`config.mk`:
```
export PLATFORM = sky130hd
export DESIGN_NAME = stack_alu_seq
export DESIGN_NICKNAME = d
export VERILOG_FILES = /design/src/rtl/stack_alu_pkg.sv /design/src/rtl/op_stack.sv /design/src/rtl/stack_alu_seq.sv
export SDC_FILE = /design/constraint.sdc
export NUM_CORES = 1
export LEC_CHECK = 0
export BUFFER_PORTS_ARGS = -buffer_cell sky130_fd_sc_hd__buf_2
export CORE_AREA = 5 5 189 118
export DETAILED_ROUTE_END_ITERATION = 10
export DIE_AREA = 0 0 194 123
export PLACE_DENSITY = 0.72
export SKIP_LAST_GASP = 1
export SYNTH_ARGS = -nofsm -noshare
export SYNTH_HDL_FRONTEND = slang
export SYNTH_SLANG_ARGS = --single-unit
```
`constraint.sdc`:
```
create_clock -name clock -period 3.7 [get_ports clock]
set_clock_uncertainty 0.15 [all_clocks]
set_input_delay 0.185 -clock clock [delete_from_list [all_inputs] [get_ports clock]]
set_output_delay 0.185 -clock clock [all_outputs]
set_load 0.1 [all_outputs]
```
`src/rtl/stack_alu_pkg.sv`:
```
// Shared types for the stack ALU sequencer: data width default, command and response encodings, FSM states.
// Latency: n/a (package only).
// Backpressure: n/a (package only).
package stack_alu_pkg;

    // Default data / opcode width used by the sequencer and its operand store.
    localparam int DATA_W = 16;

    // Command kinds carried on cmd_kind.
    typedef enum logic [1:0] {
        KIND_PUSH  = 2'd0,
        KIND_OP    = 2'd1,
        KIND_POP   = 2'd2,
        KIND_CLEAR = 2'd3
    } cmd_kind_t;

    // Completion codes carried on rsp_code.
    typedef enum logic [2:0] {
        RSP_OK        = 3'd0,
        RSP_UNDERFLOW = 3'd1,
        RSP_OVERFLOW  = 3'd2,
        RSP_ALU_ERR   = 3'd3,
        RSP_TIMEOUT   = 3'd4
    } rsp_code_t;

    // Sequencer states: accept, start ALU, wait for ALU, emit response.
    typedef enum logic [1:0] {
        ST_IDLE  = 2'd0,
        ST_ISSUE = 2'd1,
        ST_WAIT  = 2'd2,
        ST_RESP  = 2'd3
    } state_t;

endpackage

```
`src/rtl/op_stack.sv`:
```
// Operand stack: DEPTH x W storage with top/second read ports, push, pop, replace-top and clear.
// Latency: reads are combinational from registered state; updates take effect at the next rising edge.
// Backpressure: none; push when full and pop when empty are ignored so the pointer never wraps.
module op_stack #(
    parameter int W     = 16,
    parameter int DEPTH = 8
) (
    input  logic                         clk_i,
    input  logic                         rst_n_i,
    input  logic                         push_i,
    input  logic                         pop_i,
    input  logic                         repl_i,
    input  logic                         clr_i,
    input  logic [W-1:0]                 wdat_i,
    output logic [W-1:0]                 top_o,
    output logic [W-1:0]                 second_o,
    output logic [$clog2(DEPTH+1)-1:0]   depth_o
);

    localparam int DW = $clog2(DEPTH + 1);
    localparam int IW = (DEPTH > 1) ? $clog2(DEPTH) : 1;

    logic [W-1:0]  mem_q [DEPTH];
    logic [DW-1:0] depth_q;
    logic          full;
    logic          empty;
    logic          wr_en;
    logic [IW-1:0] wr_idx;

    assign full     = (depth_q == DW'(DEPTH));
    assign empty    = (depth_q == '0);
    assign depth_o  = depth_q;
    assign top_o    = empty ? '0 : mem_q[IW'(depth_q - DW'(1))];
    assign second_o = (depth_q >= DW'(2)) ? mem_q[IW'(depth_q - DW'(2))] : '0;

    // Write slot select: push lands above the top; pop+replace folds two operands into one slot.
    always_comb begin
        wr_en  = 1'b0;
        wr_idx = '0;
        if (clr_i) begin
            wr_en = 1'b0;
        end else if (push_i && !full) begin
            wr_en  = 1'b1;
            wr_idx = IW'(depth_q);
        end else if (repl_i && pop_i && (depth_q >= DW'(2))) begin
            wr_en  = 1'b1;
            wr_idx = IW'(depth_q - DW'(2));
        end else if (repl_i && !pop_i && !empty) begin
            wr_en  = 1'b1;
            wr_idx = IW'(depth_q - DW'(1));
        end
    end

    // Storage array; contents are left unreset since depth alone defines validity.
    always_ff @(posedge clk_i) begin
        if (wr_en) begin
            mem_q[wr_idx] <= wdat_i;
        end
    end

    // Occupancy pointer, saturating at both ends.
    always_ff @(posedge clk_i) begin
        if (!rst_n_i) begin
            depth_q <= '0;
        end else if (clr_i) begin
            depth_q <= '0;
        end else if (push_i && !full) begin
            depth_q <= depth_q + DW'(1);
        end else if (pop_i && !empty) begin
            depth_q <= depth_q - DW'(1);
        end
    end

endmodule

```
`src/rtl/stack_alu_seq.sv`:
```
// Stack ALU sequencer: PUSH/POP/CLEAR/OP commands against an operand stack, OPs offloaded to an external ALU.
// Latency: single-cycle commands respond in N+1; OP issues go in N+1 and responds the cycle after done (or timeout).
// Backpressure: cmd_ready is high only in IDLE; one command in flight, exactly one rsp_valid pulse per accepted command.
module stack_alu_seq
    import stack_alu_pkg::*;
#(
    parameter int W       = DATA_W,
    parameter int DEPTH   = 8,
    parameter int TIMEOUT = 255
) (
    input  logic         clock,
    input  logic         reset_n,
    input  logic         cmd_valid,
    output logic         cmd_ready,
    input  logic [1:0]   cmd_kind,
    input  logic [W-1:0] cmd_data,
    output logic         rsp_valid,
    output logic [2:0]   rsp_code,
    output logic [W-1:0] rsp_data,
    output logic [3:0]   depth,
    output logic         err_sticky,
    output logic [W-1:0] alu_a,
    output logic [W-1:0] alu_b,
    output logic [W-1:0] alu_op,
    output logic         go,
    input  logic [W-1:0] alu_out,
    input  logic         done,
    input  logic         err_flag
);

    localparam int DW = $clog2(DEPTH + 1);
    localparam int CW = $clog2(TIMEOUT + 1);

    state_t        state_q;
    logic          go_q;
    logic          rsp_valid_q;
    rsp_code_t     rsp_code_q;
    logic [W-1:0]  rsp_data_q;
    logic          err_sticky_q;
    logic [W-1:0]  alu_a_q;
    logic [W-1:0]  alu_b_q;
    logic [W-1:0]  alu_op_q;
    logic [CW-1:0] wcnt_q;

    logic          cmd_accept;
    logic          alu_ok;
    logic          stk_push;
    logic          stk_pop;
    logic          stk_repl;
    logic          stk_clr;
    logic [W-1:0]  stk_wdat;
    logic [W-1:0]  stk_top;
    logic [W-1:0]  stk_second;
    logic [DW-1:0] stk_depth;
    logic          stk_full;
    logic          stk_empty;
    logic          stk_two;

    assign stk_full  = (stk_depth == DW'(DEPTH));
    assign stk_empty = (stk_depth == '0);
    assign stk_two   = (stk_depth >= DW'(2));

    assign cmd_ready  = (state_q == ST_IDLE);
    assign rsp_valid  = rsp_valid_q;
    assign rsp_code   = rsp_code_q;
    assign rsp_data   = rsp_data_q;
    assign depth      = 4'(stk_depth);
    assign err_sticky = err_sticky_q;
    assign alu_a      = alu_a_q;
    assign alu_b      = alu_b_q;
    assign alu_op     = alu_op_q;
    assign go         = go_q;

    // Decode what this cycle does to the operand store (accepted command or successful ALU completion).
    always_comb begin
        cmd_accept = cmd_valid && (state_q == ST_IDLE);
        alu_ok     = (state_q == ST_WAIT) && done && !err_flag;
        stk_push   = 1'b0;
        stk_pop    = 1'b0;
        stk_repl   = 1'b0;
        stk_clr    = 1'b0;
        stk_wdat   = cmd_data;
        if (cmd_accept) begin
            case (cmd_kind_t'(cmd_kind))
                KIND_PUSH:  stk_push = !stk_full;
                KIND_POP:   stk_pop  = !stk_empty;
                KIND_CLEAR: stk_clr  = 1'b1;
                default:    stk_push = 1'b0;
            endcase
        end
        if (alu_ok) begin
            stk_pop  = 1'b1;
            stk_repl = 1'b1;
            stk_wdat = alu_out;
        end
    end

    op_stack #(
        .W     (W),
        .DEPTH (DEPTH)
    ) u_op_stack (
        .clk_i    (clock),
        .rst_n_i  (reset_n),
        .push_i   (stk_push),
        .pop_i    (stk_pop),
        .repl_i   (stk_repl),
        .clr_i    (stk_clr),
        .wdat_i   (stk_wdat),
        .top_o    (stk_top),
        .second_o (stk_second),
        .depth_o  (stk_depth)
    );

    // Sequencer FSM with registered go / response / operand outputs.
    always_ff @(posedge clock) begin
        if (!reset_n) begin
            state_q      <= ST_IDLE;
            go_q         <= 1'b0;
            rsp_valid_q  <= 1'b0;
            rsp_code_q   <= RSP_OK;
            rsp_data_q   <= '0;
            err_sticky_q <= 1'b0;
            alu_a_q      <= '0;
            alu_b_q      <= '0;
            alu_op_q     <= '0;
            wcnt_q       <= '0;
        end else begin
            go_q        <= 1'b0;
            rsp_valid_q <= 1'b0;
            case (state_q)
                ST_IDLE: begin
                    if (cmd_valid) begin
                        state_q     <= ST_RESP;
                        rsp_valid_q <= 1'b1;
                        rsp_code_q  <= RSP_OK;
                        rsp_data_q  <= '0;
                        case (cmd_kind_t'(cmd_kind))
                            KIND_PUSH: begin
                                if (stk_full) begin
                                    rsp_code_q   <= RSP_OVERFLOW;
                                    err_sticky_q <= 1'b1;
                                end else begin
                                    rsp_data_q <= cmd_data;
                                end
                            end
                            KIND_POP: begin
                                if (stk_empty) begin
                                    rsp_code_q   <= RSP_UNDERFLOW;
                                    err_sticky_q <= 1'b1;
                                end else begin
                                    rsp_data_q <= stk_top;
                                end
                            end
                            KIND_CLEAR: begin
                                err_sticky_q <= 1'b0;
                            end
                            KIND_OP: begin
                                if (!stk_two) begin
                                    rsp_code_q   <= RSP_UNDERFLOW;
                                    err_sticky_q <= 1'b1;
                                end else begin
                                    // Operands latched here and held until the ALU exchange ends.
                                    state_q     <= ST_ISSUE;
                                    rsp_valid_q <= 1'b0;
                                    go_q        <= 1'b1;
                                    alu_a_q     <= stk_second;
                                    alu_b_q     <= stk_top;
                                    alu_op_q    <= cmd_data;
                                end
                            end
                            default: begin
                                state_q <= ST_RESP;
                            end
                        endcase
                    end
                end
                ST_ISSUE: begin
                    state_q <= ST_WAIT;
                    wcnt_q  <= '0;
                end
                ST_WAIT: begin
                    if (done) begin
                        state_q     <= ST_RESP;
                        rsp_valid_q <= 1'b1;
                        if (err_flag) begin
                            rsp_code_q   <= RSP_ALU_ERR;
                            rsp_data_q   <= '0;
                            err_sticky_q <= 1'b1;
                        end else begin
                            rsp_code_q <= RSP_OK;
                            rsp_data_q <= alu_out;
                        end
                    end else if (wcnt_q == CW'(TIMEOUT - 1)) begin
                        // TIMEOUT cycles spent in WAIT with no done: give up, stack untouched.
                        state_q      <= ST_RESP;
                        rsp_valid_q  <= 1'b1;
                        rsp_code_q   <= RSP_TIMEOUT;
                        rsp_data_q   <= '0;
                        err_sticky_q <= 1'b1;
                    end else begin
                        wcnt_q <= wcnt_q + CW'(1);
                    end
                end
                ST_RESP: begin
                    state_q    <= ST_IDLE;
                    rsp_code_q <= RSP_OK;
                    rsp_data_q <= '0;
                    wcnt_q     <= '0;
                end
                default: begin
                    state_q <= ST_IDLE;
                end
            endcase
        end
    end

endmodule
```
Word-level counts from Yosys, hierarchy flattened
Memories as Yosys holds them, arrays and structs flattened. A register that Yosys moved wholly into a read port is not among the register bits.
Cells that the tools add are included.
- logic and storage cells: 126
- bits of input ports: 39
- output and inout bits: 75
- flip-flop bits (word level): 68
- memories: 1
- bits in writable memories: 128
- memory list (memory ; depth ; bits a word ; rd ports ; clocked after memory_dff ; wr ports ; RTL line ; RTL):
    u_op_stack.mem_q ; 8 ; 16 ; 2 ; 1 ; 1 ; op_stack.sv:23 ; logic [W-1:0] mem_q [DEPTH];
- muxes and demuxes: 64
- reduce and logical (&&, ||, !) cells: 29
- order comparisons: 1
- bitwise operators: 1
- add/subtract/negate cells: 4
- equal/unequal tests: 16
- operator list (kind ; number):
    $mux 16 ; 8
    $pmux 16 s3 ; 1
    $pmux 16 s2 ; 1
    $mux 1 ; 29
    $mux 3 ; 7
    $mux 8 ; 2
    $pmux 8 s2 ; 1
    $mux 2 ; 7
    $logic_and 1x1->1 ; 9
    $ne 3x3->1 const B ; 3
    $pmux 3 s3 ; 1
    $add 8x1->8 const B ; 1
    $eq 2x2->1 const B ; 4
    $eq 8x8->1 const B ; 1
    $mux 4 ; 2
    $pmux 2 s4 ; 1
    $reduce_and 4->1 ; 2
    $reduce_and 7->1 ; 1
    $ne 2x2->1 const B ; 3
    $ne 3x2->1 const B ; 2
    $pmux 2 s3 ; 1
    $reduce_and 3->1 ; 2
    $reduce_bool 2->1 ; 3
    $logic_not 1->1 ; 5
    14 further kinds ; 18

Depth between registers and ports, before layout
Gate-level depths: netlist of run 1.
- word-level depth: 14
- mapped depth: 12
- gate-level depth less buffers: 7

Hierarchy
Synthesis of run 1 repeated with hierarchy kept, for this count alone.
- cells, all modules: 816
- area, all modules: 10187.3 um^2
- modules (own cells, without submodules) (module ; seq. area each (um^2) ; times used ; cells an instance ; area an instance (um^2)):
    op_stack ; 3923.8 ; 1 ; 381 ; 6471.2
    stack_alu_seq ; 1601.5 ; 1 ; 435 ; 3716.1

Worst setup path after synthesis of run 1
OpenSTA, ideal clock, no wires.
- kind: register to register
- start: reg u_op_stack.depth_q[1] (netlist: u_op_stack.depth_o[1])
- end: mem u_op_stack.mem_q[0][0], enable pin
- required time: 3162 ps
- slack: -620 ps
- cell stages (with the launch flop): 11
- data arrival time: 3781 ps
- buffers on the path: 3
- clock period less this slack: 4320 ps
- setup time: 388 ps
- cells stage by stage: dfxtp_1 -> buf_2 -> buf_1 -> inv_1 -> ha_1 -> and3b_1 -> buf_2 -> or3_1 -> nor3_1 -> a31oi_1 -> nor2_1
- cells in the longest elaborated chain, start to end: 14
- elaborated cells on any way between the ends: 28
- classes of those cells: 2 x add/sub; 1 x order compare; 1 x eq/ne; 15 x mux; 9 x reduce/logical
- RTL lines (item ; RTL line ; RTL):
    start, declared ; op_stack.sv:24 ; logic [DW-1:0] depth_q;
    start signal, assigned ; op_stack.sv:68 ; depth_q <= depth_q + DW'(1);
    start signal, assigned ; op_stack.sv:70 ; depth_q <= depth_q - DW'(1);
    $logic_not 4->1 ; op_stack.sv:31, stack_alu_seq.sv:60 ;
    $logic_not 1->1 ; op_stack.sv:48, stack_alu_seq.sv:86 ;
    $mux 1 ; stack_alu_seq.sv:84 ; case (cmd_kind_t'(cmd_kind))
    $mux 1 ; stack_alu_seq.sv:83 ; if (cmd_accept) begin
    $mux 1 ; stack_alu_seq.sv:91 ; if (alu_ok) begin
    $logic_not 1->1 ; op_stack.sv:48 ; end else if (repl_i && !pop_i && !empty) begin
    $logic_and 1x1->1 (2 in series) ; op_stack.sv:48 ;
    $mux 1 ; op_stack.sv:48 ;
    $mux 1 ; op_stack.sv:45 ; end else if (repl_i && pop_i && (depth_q >= DW'(2))) begin
    $mux 1 ; op_stack.sv:42 ; end else if (push_i && !full) begin
    $mux 1 ; op_stack.sv:40 ; if (clr_i) begin
    $mux 1 ; op_stack.sv:56 ; if (wr_en) begin
    $mux 1 (not written as such) ; op_stack.sv:57 ; mem_q[wr_idx] <= wdat_i;
    end, declared ; op_stack.sv:23 ;
Parallel ways exist; a longest one is shown, timed or not.

Worst setup path after layout of run 1
- start: reg u_op_stack.depth_q[1] (netlist: u_op_stack.depth_o[1])
- end: reg alu_op_q[15] (netlist: alu_op[15])
- cells in the longest elaborated chain, start to end: 2
- RTL lines (item ; RTL line ; RTL):
    $ge 4x2->1 ; n/a ;
    $reduce_and 4->1 (no line) ; n/a ;
    end signal, assigned ; stack_alu_seq.sv:168 ; alu_op_q <= cmd_data;
    end, declared ; stack_alu_seq.sv:42 ; logic [W-1:0] alu_op_q;
No other way between the ends.
A chain may end at the register's enable or synchronous reset.

==> results by stage, run 1 <==
Run status:
- The run finished with clean final reports.

Worst setup path:
- The critical setup path kind is register to register.
- The startpoint type of the worst setup path is a register.
- The worst flop-to-flop path endpoint is alu_op[15].
- In this run the worst setup path terminates at alu_op[15].
- On the critical path, the stage with the largest delay is an instance of sky130_fd_sc_hd__nand3_1.
- The worst-case reg-to-reg path depth is 8.
- The number of buffers and inverters on the critical path is 2.
- The setup check on the worst reg-to-reg path leaves a slack of between 0.3 and 0.4 ns.
- The critical path arrival is around 3.6 ns.
- Along the worst path, the maximum fanout reaches 42.
- The logic depth of the worst path, buffers included is 8.
- The kind of capture point of the worst setup path is a register.
- The timing startpoint of the critical path is u_op_stack.depth_o[1].
- The largest single stage delay on the critical path is between 0.6 and 0.7 ns.
- The signal on the critical path passes through buf_4 -> ha_1 -> nor4_2 -> nor2_1 -> nand3_1 -> nand2_1 -> a21oi_1 -> dlygate4sd3_1.
- The dominant delay contributor by cell family on the critical path is simple AND/OR/NAND/NOR gates.
- The origin of the critical flop-to-flop path is u_op_stack.depth_o[1].
- STA puts the critical path data required time at 3.93 ns.

Final layout:
- The number of diodes is 0.
- The synthesis-to-finish area growth is 17.8%.
- The filler cells instantiated in the layout total between 1,500 and 2,000.
- Of the cells placed in the final design, the portion with a size suffix greater than 1 is between 20% and 30%.
- The sequential cell area is about 5500 µm².
- In the final layout, the multi-input gates occupy between 4000 and 5000 µm².
- After routing the design area is around 12,000 µm².
- The layout net count is 988.

Timing:
- The number of failing hold endpoints at the final stage is 0.
- The max-slew violation count is 0.
- The final-layout worst hold slack is roughly 0.033 ns.
- The total of endpoints with negative setup slack in the final report is 0.
- In the finished design, the share of the clock period the worst path needs comes to between 90% and 100%.
- Derived from the worst setup path, the maximum achievable clock frequency is 299 MHz.
- The tightest slew margin relative to the limit is under 10%.
- The shortest period the worst path allows is approximately 3.3 ns.
- The actual slew at the worst max-slew pin is ~1.4 ns.
- Setup repair after global routing left no endpoint under its margin.

Synthesis:
- The async set or reset register ratio after synthesis is 0%.
- In this run the mean area of a mapped cell was 12.5 µm².
- Synthesis instantiated between 50 and 60 different standard cells from the library.
- The synthesized design contains approximately 130 enable-type register cells.
- The area of the mapped netlist is about 10,000 µm².
- For this run, the register share of the synthesized area comes to between 50% and 60%.
- The cell count after synthesis is ~800.
- The Yosys step of the flow raised 0 warnings.
- The number of nets handed over by synthesis was around 860.
- The synthesized design contains roughly 210 register bits.
- The leading register cell type out of synthesis is sky130_fd_sc_hd__edfxtp_1.

Clock network:
- For the worst-skew pair, the clock arrives at the later sink with an insertion delay of between 0.4 and 0.5 ns.
- The CTS tree is yes.
- Counting along the longest clock path gives a buffer depth of 3.
- The count of H-tree levels built during CTS is 1.
- CTS saw 212 sinks.
- The clock root buffer is sky130_fd_sc_hd__clkbuf_16.
- The clock transition at the register clock pins on the worst setup and hold paths after CTS is about 0.070 ns.
- The total CTS buffers is 20.
- The post-CTS setup buffer count is 0.

Placement:
- The area after detailed placement is 10,900 µm².
- The number of buffer cells added on primary ports is 113.
- The final RePlAce weighted congestion is a little under 0.9.
- The detailed-placement wirelength estimate is approximately 18,000 µm.

Routing:
- The post-detailed-route count of antenna-violating nets is 0.
- The iteration-0 DRC count of the detailed router is 955.
- Detailed routing inserted a total of roughly 7,600 vias.
- The first-pass detailed-route iteration total is 6.
- Dividing the detail-routed wire length by the instance count gives about 22 µm.
- The detail-routed via count per cell is just over 6.
- The final routed wirelength across all metal layers is 27,600 µm.
- After detailed routing, the number of remaining DRC violations is 0.

Floorplanning:
- The number of I/O pins is about 110.
- The overall die area is 23,900 µm².
- The die width is slightly below 200 µm.
- The die is ~120 µm tall.
- The initial utilization of the core area, before any placement, comes to 49.0%.
- The core box area is between 20,000 and 25,000 µm².
- The total number of placement rows is just over 40.

Global routing:
- The maximum number of pins on one net before global-route repair is 45.
- The via count of the first global-routing pass is ~7,300.
- The total grt overflow is 0.
- The overall global routing resource usage is about 23%.
- The number of antenna violations at the first check in global routing is 0.
- The first-pass GRT wire length is 42,900 µm.

Job:
- Across the run, the number of max-cap violations was 0.

Pwr:
- Across the VDD grid, the largest voltage drop is between 0.0005 and 0.0006 V.
- Total power for the finished layout comes to around 7.1 mW.
- In this run the power density over the cells is 602 nW/µm².
- The cell leakage power is about 4.2 nW.

Hold path:
- The worst hold path class is primary input to register.
[registers in the layout, summed over array words and instances, names as in the netlist]
signal,count
u_op_stack.depth_o,4
alu_b,16
rsp_data,16
state_q,2
alu_op,16
err_sticky,1
rsp_code,3
wcnt_q,8
go,1
u_op_stack.mem_q,128
alu_a,16
rsp_valid,1
[cells in the mapped netlist, types with 6 or more instances]
| library cell | instances | area, µm² |
|---|---|---|
| sky130_fd_sc_hd__nor2_1 | 57 | 214 |
| sky130_fd_sc_hd__nand2_1 | 125 | 469 |
| sky130_fd_sc_hd__inv_1 | 7 | 26.3 |
| sky130_fd_sc_hd__o21ai_0 | 55 | 275 |
| sky130_fd_sc_hd__nor3_1 | 7 | 35.0 |
| sky130_fd_sc_hd__mux2i_1 | 32 | 320 |
| sky130_fd_sc_hd__a31oi_1 | 8 | 50.1 |
| sky130_fd_sc_hd__mux4_2 | 64 | 1440 |
| sky130_fd_sc_hd__a211oi_1 | 21 | 158 |
| sky130_fd_sc_hd__a2111oi_2 | 6 | 90.1 |
| sky130_fd_sc_hd__a32o_1 | 16 | 160 |
| sky130_fd_sc_hd__dfxtp_1 | 84 | 1680 |
| sky130_fd_sc_hd__ha_1 | 13 | 163 |
| sky130_fd_sc_hd__a21oi_1 | 44 | 220 |
| sky130_fd_sc_hd__edfxtp_1 | 128 | 3840 |
| sky130_fd_sc_hd__a2111oi_1 | 6 | 60.1 |
| sky130_fd_sc_hd__clkbuf_1 | 30 | 113 |
| sky130_fd_sc_hd__buf_2 | 17 | 85.1 |
[cells by family (layout without fill, tap and decap cells)]
group,after synthesis,in the layout,share of synthesized area [%]
adders and majority gates,13,13,1.62
xor gates and xnor gates,3,3,0.262
and+or+nand+nor,235,235,10.4
DFF,212,212,55.0
buffers and inverters,67,213,3.25
muxes,96,96,17.5
AOI/OAI and AO/OA,178,178,11.9
[layout by cell type, fill, tap and decap left out, types with 5 or more instances in the layout]
cell type                       count
sky130_fd_sc_hd__a2111oi_1          6
sky130_fd_sc_hd__a2111oi_2          6
sky130_fd_sc_hd__a211oi_1          21
sky130_fd_sc_hd__a21oi_1           44
sky130_fd_sc_hd__a31oi_1            8
sky130_fd_sc_hd__a32o_1            16
sky130_fd_sc_hd__buf_2            113
sky130_fd_sc_hd__buf_4             20
sky130_fd_sc_hd__clkbuf_1           9
sky130_fd_sc_hd__clkbuf_16         21
sky130_fd_sc_hd__dfxtp_1           82
sky130_fd_sc_hd__dlygate4sd3_1     35
sky130_fd_sc_hd__edfxtp_1         128
sky130_fd_sc_hd__ha_1              13
sky130_fd_sc_hd__inv_1              7
sky130_fd_sc_hd__mux2i_1           32
sky130_fd_sc_hd__mux4_2            64
sky130_fd_sc_hd__nand2_1          125
sky130_fd_sc_hd__nand2b_1           5
sky130_fd_sc_hd__nand3_1            5
sky130_fd_sc_hd__nor2_1            49
sky130_fd_sc_hd__nor2_2             9
sky130_fd_sc_hd__nor3_1             7
sky130_fd_sc_hd__o21ai_0           55
[worst min-delay path: stages]
cell	delay, ns
sky130_fd_sc_hd__buf_2	0.12
sky130_fd_sc_hd__a31oi_1	0.22
sky130_fd_sc_hd__a211oi_1	0.10
[where the power goes]
part | internal [mW] | switching [mW] | total, mW | leakage (nW)
clock | 1.14 | 0.872 | 2.01 | 0.304
sequential | 2.68 | 0.0868 | 2.77 | 1.83
combinational | 0.638 | 1.71 | 2.35 | 2.08
[through the flow]
step	setup TNS (ns)	util (%)	setup slack, ns	std cells
3_5_place_dp	0	53.1	0.568	1158
4_1_cts	0	57.8	0.443	1229
2_1_floorplan	-4.36	-	-0.0368	804
3_3_place_gp	0	53.1	0.624	1158
6_report	0	57.8	0.360	1229
5_1_grt	0	57.8	0.179	1229
[repair_timing]
item,4_1_cts,5_1_grt
hold buffers,35,0
hold endpoints to repair,35,0
resized for setup,0,0
[final cells by class]
cell class              instances  share of cell area (%)
clock buffers                  31                    4.84
clock inverters                 5                   0.412
multi-input cells             525                    35.6
well taps                     279                    2.95
inverters                       8                   0.254
repair buffers                169                    9.18
flip-flops and latches        212                    46.7
[how the worst min path moves through the flow]
stage	slack, ns	startpoint	end	cells past startpoint
6_report	0.03	err_flag	rsp_code[1]	3
5_1_grt	0.02	err_flag	rsp_code[1]	3
4_1_cts	0.01	err_flag	rsp_code[1]	3
3_5_place_dp	0.29	alu_b[3]	alu_b[3]	2
3_3_place_gp	0.28	alu_b[5]	alu_b[5]	2
2_1_floorplan	0.17	cmd_data[10]	alu_op[10]	2
[layer usage]
metal | share of wire (%) | track usage [%] | vias to the layer above
li1 | - | - | 3348
met1 | 43 | 32.9 | 3696
met2 | 45 | 36.2 | 482
met3 | 9.7 | 4.41 | 55
met4 | 2.4 | 5.44 | 0
met5 | 0 | 0 | -
Note: power is estimated with default switching activity, not from simulation.
==> inputs of run 2 (changes only) <==
Settings changed: CORE_AREA 5 5 189 118 to 2 2 145 147, DIE_AREA 0 0 194 123 to 0 0 147 149.
==> run 2 against run 1 <==
  * Sequential share of layout area is 0.25 points lower
  * Maximum frequency fell by 1.1%
  * Via count decreased by 3.0%
  * Worst hold slack lost 0.020 ns
  * Flip-flop and latch count unchanged
  * Die area is 8.2% lower
  * First-iteration DRC count decreased by 29%
  * Final area rose by 0.54%
  * Critical endpoint is now rsp_data[14]
==> results by stage, run 2 (synthesis gave the netlist of run 1 again) <==
Worst setup path:
- The worst register-to-register path ends at rsp_data[14].
- The critical path arrival is 3.63 ns (+0.06 ns).
- The worst-case reg-to-reg path depth was 7 (-1).
- The kind of capture point of the worst setup path is a register.
- The worst setup path is launched from a register.
- The worst-path maximum fanout is 41 (-2.4%).
- The timing startpoint of the critical path is u_op_stack.depth_o[0].
- Following the worst setup path forward leads to its endpoint at rsp_data[14].
- The critical setup path kind is register to register.
- In this run the critical register-to-register path is launched from u_op_stack.depth_o[0].
- The register-to-register path setup slack was 0.32 ns (-0.04 ns).
- The critical path required time is 3.95 ns (+0.02 ns).

Timing:
- The maximum clock frequency is 296 MHz (-1.1%).
- The actual slew at the worst max-slew pin is 1.24 ns (-0.144 ns).
- The number of failing hold endpoints at the final stage is 0 (unchanged).
- Setup repair after global routing left no endpoint under its margin.
- The total of endpoints with negative setup slack in the final report is 0 (unchanged).
- The final-layout worst hold slack is 0.0128 ns (-0.0202 ns).
- The shortest period the worst path allows came to 3.38 ns (+0.0377 ns).
- The portion of the clock cycle consumed by the worst path in the final layout came to 91.3% (+1.0 points).
- The max-slew violation count came to 0 (unchanged).
- The tightest slew margin relative to the limit came to 17.0% (+9.3 points).

Floorplanning:
- The overall die area is 21,900 µm² (-8.2%).
- The die width is 147 µm (-24%).
- The initial cell density of the core is 48.8% (-0.21 points).
- The core box area is 20,600 µm² (+0.43%).
- The total number of placement rows was 53 (+29%).
- The die span in y was 149 µm (+21%).
- The number of I/O pins is 114 (unchanged).

Final layout:
- In the layout the commonest cells are 128 x sky130_fd_sc_hd__edfxtp_1, 125 x sky130_fd_sc_hd__nand2_1, 113 x sky130_fd_sc_hd__buf_2, 82 x sky130_fd_sc_hd__dfxtp_1, 64 x sky130_fd_sc_hd__mux4_2.
- The number of diodes was 0 (unchanged).
- The share of the core filled with cells is 57.9% (+0.061 points).
- The library cell used most frequently in the layout, excluding fill and tap cells, is sky130_fd_sc_hd__edfxtp_1.
- The number of flip-flops in the largest register is 128 (unchanged).
- The layout net count is 985 (-0.30%).
- The synthesis-to-finish area growth is 18.5%.
- The fraction of layout cells with a size suffix above 1 is 26.8% (+0.24 points).
- The filler-free cell count of the finished design is 1,224 (-0.41%).
- The register name with the most flops is u_op_stack.mem_q.

Pwr:
- The power per cell area is 617 nW/µm² (+2.4%).
- The total power after layout came to 7.34 mW (+3.0%).
- The cell leakage power is 4.24 nW (+0.53%).
- The maximum ir drop on the vdd rail came to 0.000239 V (-56%).

Run status:
- The flow ran to the end, and the final reports show no timing, DRC or antenna violations.

Routing:
- The final routed wirelength across all metal layers was 26,400 µm (-4.2%).
- The detailed-route DRC error count is 0 (unchanged).
- The iteration-0 DRC count of the detailed router is 681 (-29%).
- The post-detailed-route count of antenna-violating nets is 0 (unchanged).
- The average wire length per cell after detail routing is 21.6 µm (-3.8%).
- The detailed-route via count is 7,355 (-3.0%).
- The first-pass detailed-route iteration total is 5 (-1).
- The detail-routed via count per cell came to 6.01 (-2.6%).

Clock network:
- The count of H-tree levels built during CTS is 1 (unchanged).
- The clock root buffer is sky130_fd_sc_hd__clkbuf_16.
- The clock transition at the register clock pins on the worst setup and hold paths after CTS is 0.06 ns (about the same).
- The clock network latency to the later pin of the worst-skew pair is 0.52 ns (+0.03 ns).
- The CTS tree is yes.
- The maximum count of clock buffers along a single path is 3 (unchanged).
- The total CTS buffers is 22 (+10%).
- The clock sink total is 212 (unchanged).
- The post-CTS setup buffer count is 0 (unchanged).

Hold path:
- The worst hold path class is primary input to register.

Placement:
- The final RePlAce weighted congestion was 0.833 (-5.0%).
- The detailed-placement wirelength estimate is 17,100 µm (-6.5%).
- The number of buffer cells added on primary ports is 113 (unchanged).
- The number of cells in the design after placement is 1,148 (-0.86%).

Global routing:
- The maximum number of pins on one net before global-route repair is 47 (+4.4%).
- The total grt overflow was 0 (unchanged).
- The overall global routing resource usage is 23.8% (+1.0 points).
- The first-pass GRT wire length came to 40,700 µm (-5.2%).
- The number of antenna violations at the first check in global routing was 0 (unchanged).
- The via count of the first global-routing pass came to 7,167 (-1.9%).

Job:
- The max-cap check violation count came to 0 (unchanged).
-- run 2: metrics by stage --
stage / worst slack (ns) / cell area [µm²] / setup TNS (ns)
5_1_grt: 0.100 / 11900 / 0
3_5_place_dp: 0.550 / 10800 / 0
2_1_floorplan: -0.0368 / 10100 / -4.36
3_3_place_gp: 0.583 / 10800 / 0
4_1_cts: 0.138 / 11900 / 0
6_report: 0.322 / 11900 / 0
-- run 2: worst min-delay path by stage --
| stage | start | to | cells after the start |
|---|---|---|---|
| 4_1_cts | reset_n | state_q[0] | 2 |
| 6_report | reset_n | state_q[0] | 2 |
| 5_1_grt | reset_n | state_q[0] | 2 |
| 3_3_place_gp | alu_b[13] | alu_b[13] | 2 |
| 3_5_place_dp | alu_b[8] | alu_b[8] | 2 |
| 2_1_floorplan | cmd_data[10] | alu_op[10] | 2 |
-- run 2: layout make-up --
type	count	area, µm²
clock buffers	25	562
clock inverters	15	160
fillers	1612	8660
inverters	8	30.0
multi-input cells	525	4210
flip-flops and latches	212	5530
well taps	275	344
repair buffers	164	1050
-- run 2: what timing repair did --
action / in CTS / in global routing
hold buffers: 36 / 0
endpoints found under the setup margin: 0 / 1
resized for setup: 0 / 1
hold endpoints to repair: 34 / 0
-- run 2: report_power, final --
group | internal [mW] | total [mW] | switching (mW)
registers | 2.68 | 2.77 | 0.0836
clock network | 1.30 | 2.21 | 0.907
logic | 0.656 | 2.36 | 1.70
total | 4.64 | 7.34 | 2.69
-- run 2: per-layer routing --
| layer | up-vias | share of wire [%] | track usage, % |
|---|---|---|---|
| met2 | 353 | 47 | 39.0 |
| met5 | - | 0 | 0 |
| li1 | 3346 | - | - |
| met3 | 50 | 8.0 | 4.04 |
| met1 | 3606 | 43 | 33.0 |
| met4 | 0 | 2.4 | 7.36 |
-- run 2: worst max-delay path, cell delays in order (launching register included) --
cell	delay (ns)
sky130_fd_sc_hd__dfxtp_4	0.34
sky130_fd_sc_hd__buf_4	0.58
sky130_fd_sc_hd__buf_6	0.44
sky130_fd_sc_hd__mux4_2	0.44
sky130_fd_sc_hd__a32o_1	0.29
sky130_fd_sc_hd__a2111oi_0	0.35
sky130_fd_sc_hd__nor2_1	0.09
sky130_fd_sc_hd__dlygate4sd3_1	0.57
==> inputs of run 3 (changes only) <==
Settings changed: PLACE_DENSITY 0.72 to 0.84, SKIP_LAST_GASP 1 to unset.
==> run 3 against run 2 <==
  * Routed wire length up 7.5%
  * Critical path depth up 1
  * Final area up 0.53%
  * Combinational power up 2%
  * Largest power group unchanged
  * Highest routed layer unchanged
==> results by stage, run 3 (synthesis gave the netlist of run 1 again) <==
Global routing:
- The first-pass GRT wire length is 43,600 µm (+7.2%).
- The overall global routing resource usage is 25.5% (+1.7 points).
- The total grt overflow is 0 (unchanged).
- The number of antenna violations at the first check in global routing is 0 (unchanged).
- The via count of the first global-routing pass came to 7,687 (+7.3%).
- The maximum number of pins on one net before global-route repair is 50 (+6.4%).

Run status:
- The run finished with clean final reports.

Worst setup path:
- The critical path arrival was 3.68 ns (+0.05 ns).
- The dominant delay contributor by cell family on the critical path is buffers and inverters.
- The worst-path maximum fanout is 40 (-2.4%).
- The startpoint type of the worst setup path is a register.
- The critical path in this run is classified as register to register.
- The worst flop-to-flop path endpoint is rsp_data[5].
- The worst-case reg-to-reg path depth is 8 (+1).
- In this run the critical register-to-register path is launched from u_op_stack.depth_o[0].
- The register-to-register path setup slack is 0.29 ns (-0.04 ns).
- The number of buffers and inverters on the critical path was 3 (unchanged).
- The critical path required time was 3.96 ns (about the same).
- The maximum cell stage delay along the critical path came to 0.62 ns (+0.04 ns).
- By instance count, the cell type seen most on the critical path is sky130_fd_sc_hd__buf_6.
- STA classifies the critical path endpoint as a register.
- The master of the slowest instance on the critical path is sky130_fd_sc_hd__mux4_2.
- The critical path goes through buf_6 -> buf_6 -> mux4_2 -> o21ai_0 -> a21oi_1 -> a2111oi_1 -> nor2_1 -> dlygate4sd3_1.

Timing:
- The actual slew at the worst max-slew pin is 1.26 ns (+0.0213 ns).
- Setup repair after global routing left no endpoint under its margin.
- The max-slew violation count is 0 (unchanged).
- The maximum clock frequency is 293 MHz (-1.1%).
- The tightest slew margin relative to the limit is 15.8% (-1.1 points).
- The number of failing hold endpoints at the final stage is 0 (unchanged).
- The portion of the clock cycle consumed by the worst path in the final layout is 92.3% (+1.0 points).
- The total of endpoints with negative setup slack in the final report is 0 (unchanged).
- The shortest period the worst path allows is 3.41 ns (+0.0370 ns).

Pwr:
- The share of total power in the clock network is 29.6% (-0.5 points).
- The maximum ir drop on the vdd rail came to 0.000325 V (+36%).
- The internal power is 4.60 mW (-0.85%).
- The power per cell area came to 615 nW/µm² (-0.36%).
- The total power after layout is 7.35 mW (+0.17%).
- The cell leakage power is 4.27 nW (+0.90%).
- The net switching fraction of the power came to 37.4% (+0.64 points).
- The fraction of power consumed by combinational cells is 32.7% (+0.5 points).
- The share of power burned in registers is 37.7% (about the same).
- The power dissipated by switching net loads came to 2.75 mW (+1.9%).

Placement:
- The final RePlAce weighted congestion is 0.902 (+8.3%).
- The number of cells in the design after placement came to 1,147 (-0.087%).
- The number of buffer cells added on primary ports came to 113 (unchanged).
- The detailed-placement wirelength estimate was 17,400 µm (+1.8%).

Routing:
- The detailed-route via count came to 7,824 (+6.4%).
- The first-pass detailed-route iteration total is 6 (+1).
- The detailed-route DRC error count is 0 (unchanged).
- The post-detailed-route count of antenna-violating nets was 0 (unchanged).
- The final routed wirelength across all metal layers is 28,400 µm (+7.5%).
- The iteration-0 DRC count of the detailed router is 971 (+43%).
- The detail-routed via count per cell is 6.36 (+5.8%).
- The average wire length per cell after detail routing is 23.1 µm (+6.9%).

Hold path:
- The worst hold path terminates at rsp_code[1].
- The startpoint identified for the worst hold timing path is cmd_kind[0].
- The cell count of the worst hold path is 4 (+2).
- The tightest min-delay check is of the primary input to register type.

Floorplanning:
- The initial cell density of the core is 48.8% (unchanged).
- The core box area is 20,600 µm² (unchanged).
- The total number of placement rows was 53 (unchanged).
- The number of I/O pins came to 114 (unchanged).
- The overall die area is 21,900 µm² (unchanged).
- The die width is 147 µm (unchanged).
- The die span in y is 149 µm (unchanged).

Clock network:
- The clock sink total came to 212 (unchanged).
- The clock transition at the register clock pins on the worst setup and hold paths after CTS was 0.06 ns (about the same).
- The total CTS buffers is 22 (unchanged).
- The maximum count of clock buffers along a single path is 3 (unchanged).
- The clock root buffer is sky130_fd_sc_hd__clkbuf_16.
- The CTS tree is yes.
- The post-CTS setup buffer count was 0 (unchanged).
- The count of H-tree levels built during CTS came to 1 (unchanged).
- The clock network latency to the later pin of the worst-skew pair was 0.53 ns (about the same).

Final layout:
- In the layout the commonest cells are 128 x sky130_fd_sc_hd__edfxtp_1, 125 x sky130_fd_sc_hd__nand2_1, 113 x sky130_fd_sc_hd__buf_2, 82 x sky130_fd_sc_hd__dfxtp_1, 64 x sky130_fd_sc_hd__mux4_2.
- The layout net count was 992 (+0.71%).
- The fraction of layout cells with a size suffix above 1 is 26.5% (-0.30 points).
- The number of diodes is 0 (unchanged).
- u_op_stack.mem_q holds more flip-flops than any other register.
- The filler-free cell count of the finished design is 1,231 (+0.57%).
- Leaving out fill and tap cells, the most frequent cell in the layout is sky130_fd_sc_hd__edfxtp_1.
- From synthesis to final layout, the design area changed by 19.1%.
- The number of flip-flops in the largest register came to 128 (unchanged).

Job:
- The max-cap check violation count is 0 (unchanged).
## run 3: cell types whose count changed in the layout (fill, tap and decap cells not counted), moves of 2 or more
cell,change
sky130_fd_sc_hd__clkinv_2,-3
sky130_fd_sc_hd__buf_4,-2
sky130_fd_sc_hd__clkbuf_1,+2
sky130_fd_sc_hd__dlygate4sd3_1,+8
sky130_fd_sc_hd__clkinv_1,-2
sky130_fd_sc_hd__bufinv_16,-3
sky130_fd_sc_hd__clkbuf_8,+4
## run 3: what timing repair did
action | in CTS | in global routing
endpoints found under the setup margin | 0 | 4
gates resized for setup | 0 | 2
hold endpoints to repair | 47 | 0
hold buffers | 44 | 0
## run 3: power by group through the flow
stage | clock network, mW | registers, mW | logic [mW]
finish | 2.18 | 2.77 | 2.40
global placement | 0 | 2.80 | 2.22
floorplan | 0 | 3.52 | 1.12
CTS | 2.18 | 2.76 | 2.36
detailed placement | 0 | 2.81 | 2.25
global route | 2.27 | 2.78 | 2.53
## run 3: worst reg2reg max path: stages, from the launching register on
cell and delay, ns:
sky130_fd_sc_hd__dfxtp_4 0.35, sky130_fd_sc_hd__buf_6 0.41, sky130_fd_sc_hd__buf_6 0.47, sky130_fd_sc_hd__mux4_2 0.62, sky130_fd_sc_hd__o21ai_0 0.10, sky130_fd_sc_hd__a21oi_1 0.09
sky130_fd_sc_hd__a2111oi_1 0.43, sky130_fd_sc_hd__nor2_1 0.11, sky130_fd_sc_hd__dlygate4sd3_1 0.59
## run 3: per-layer routing
metal  vias up  part of all wire (%)  track usage (%)
li1       3359                     -                -
met1      3792                    37             32.9
met2       579                    48             42.2
met3        94                    11             5.75
met4         0                   3.5             10.3
met5         -                     0                0
## run 3: metrics by stage
| step | setup slack [ns] | area (µm²) | setup TNS (ns) | hold slack (ns) | utilization [%] |
|---|---|---|---|---|---|
| 3_5_place_dp | 0.502 | 10800 | 0 | 0.295 | 52.5 |
| 2_1_floorplan | -0.0368 | 10100 | -4.36 | 0.171 | - |
| 3_3_place_gp | 0.605 | 10800 | 0 | 0.288 | 52.5 |
| 5_1_grt | 0.0161 | 12000 | 0 | 0.0865 | 58.2 |
| 4_1_cts | 0.0159 | 12000 | 0 | 0.0599 | 58.1 |
| 6_report | 0.285 | 12000 | 0 | 0.0687 | 58.2 |
## run 3: worst max path at each step
stage | depth (start not counted) | endpoint | slack [ns] | startpoint
6_report | 8 | rsp_data[5] | 0.29 | u_op_stack.depth_o[0]
3_5_place_dp | 6 | u_op_stack.mem_q[5][8] | 0.50 | state_q[0]
5_1_grt | 7 | rsp_data[6] | 0.02 | u_op_stack.depth_o[0]
2_1_floorplan | 9 | u_op_stack.mem_q[5][0] | -0.04 | u_op_stack.depth_o[1]
4_1_cts | 8 | rsp_data[3] | 0.02 | u_op_stack.depth_o[0]
3_3_place_gp | 6 | rsp_data[7] | 0.60 | u_op_stack.depth_o[0]
## run 3: cell type report
cell class                      instances  area (µm²)
Inverter                                8        30.0
Timing Repair Buffer                  171        1130
Sequential cell                       212        5530
Clock inverter                          7        51.3
Clock buffer                           33         657
Tap cell                              275         344
Multi-Input combinational cell        525        4210
Fill cell                            1533        8600
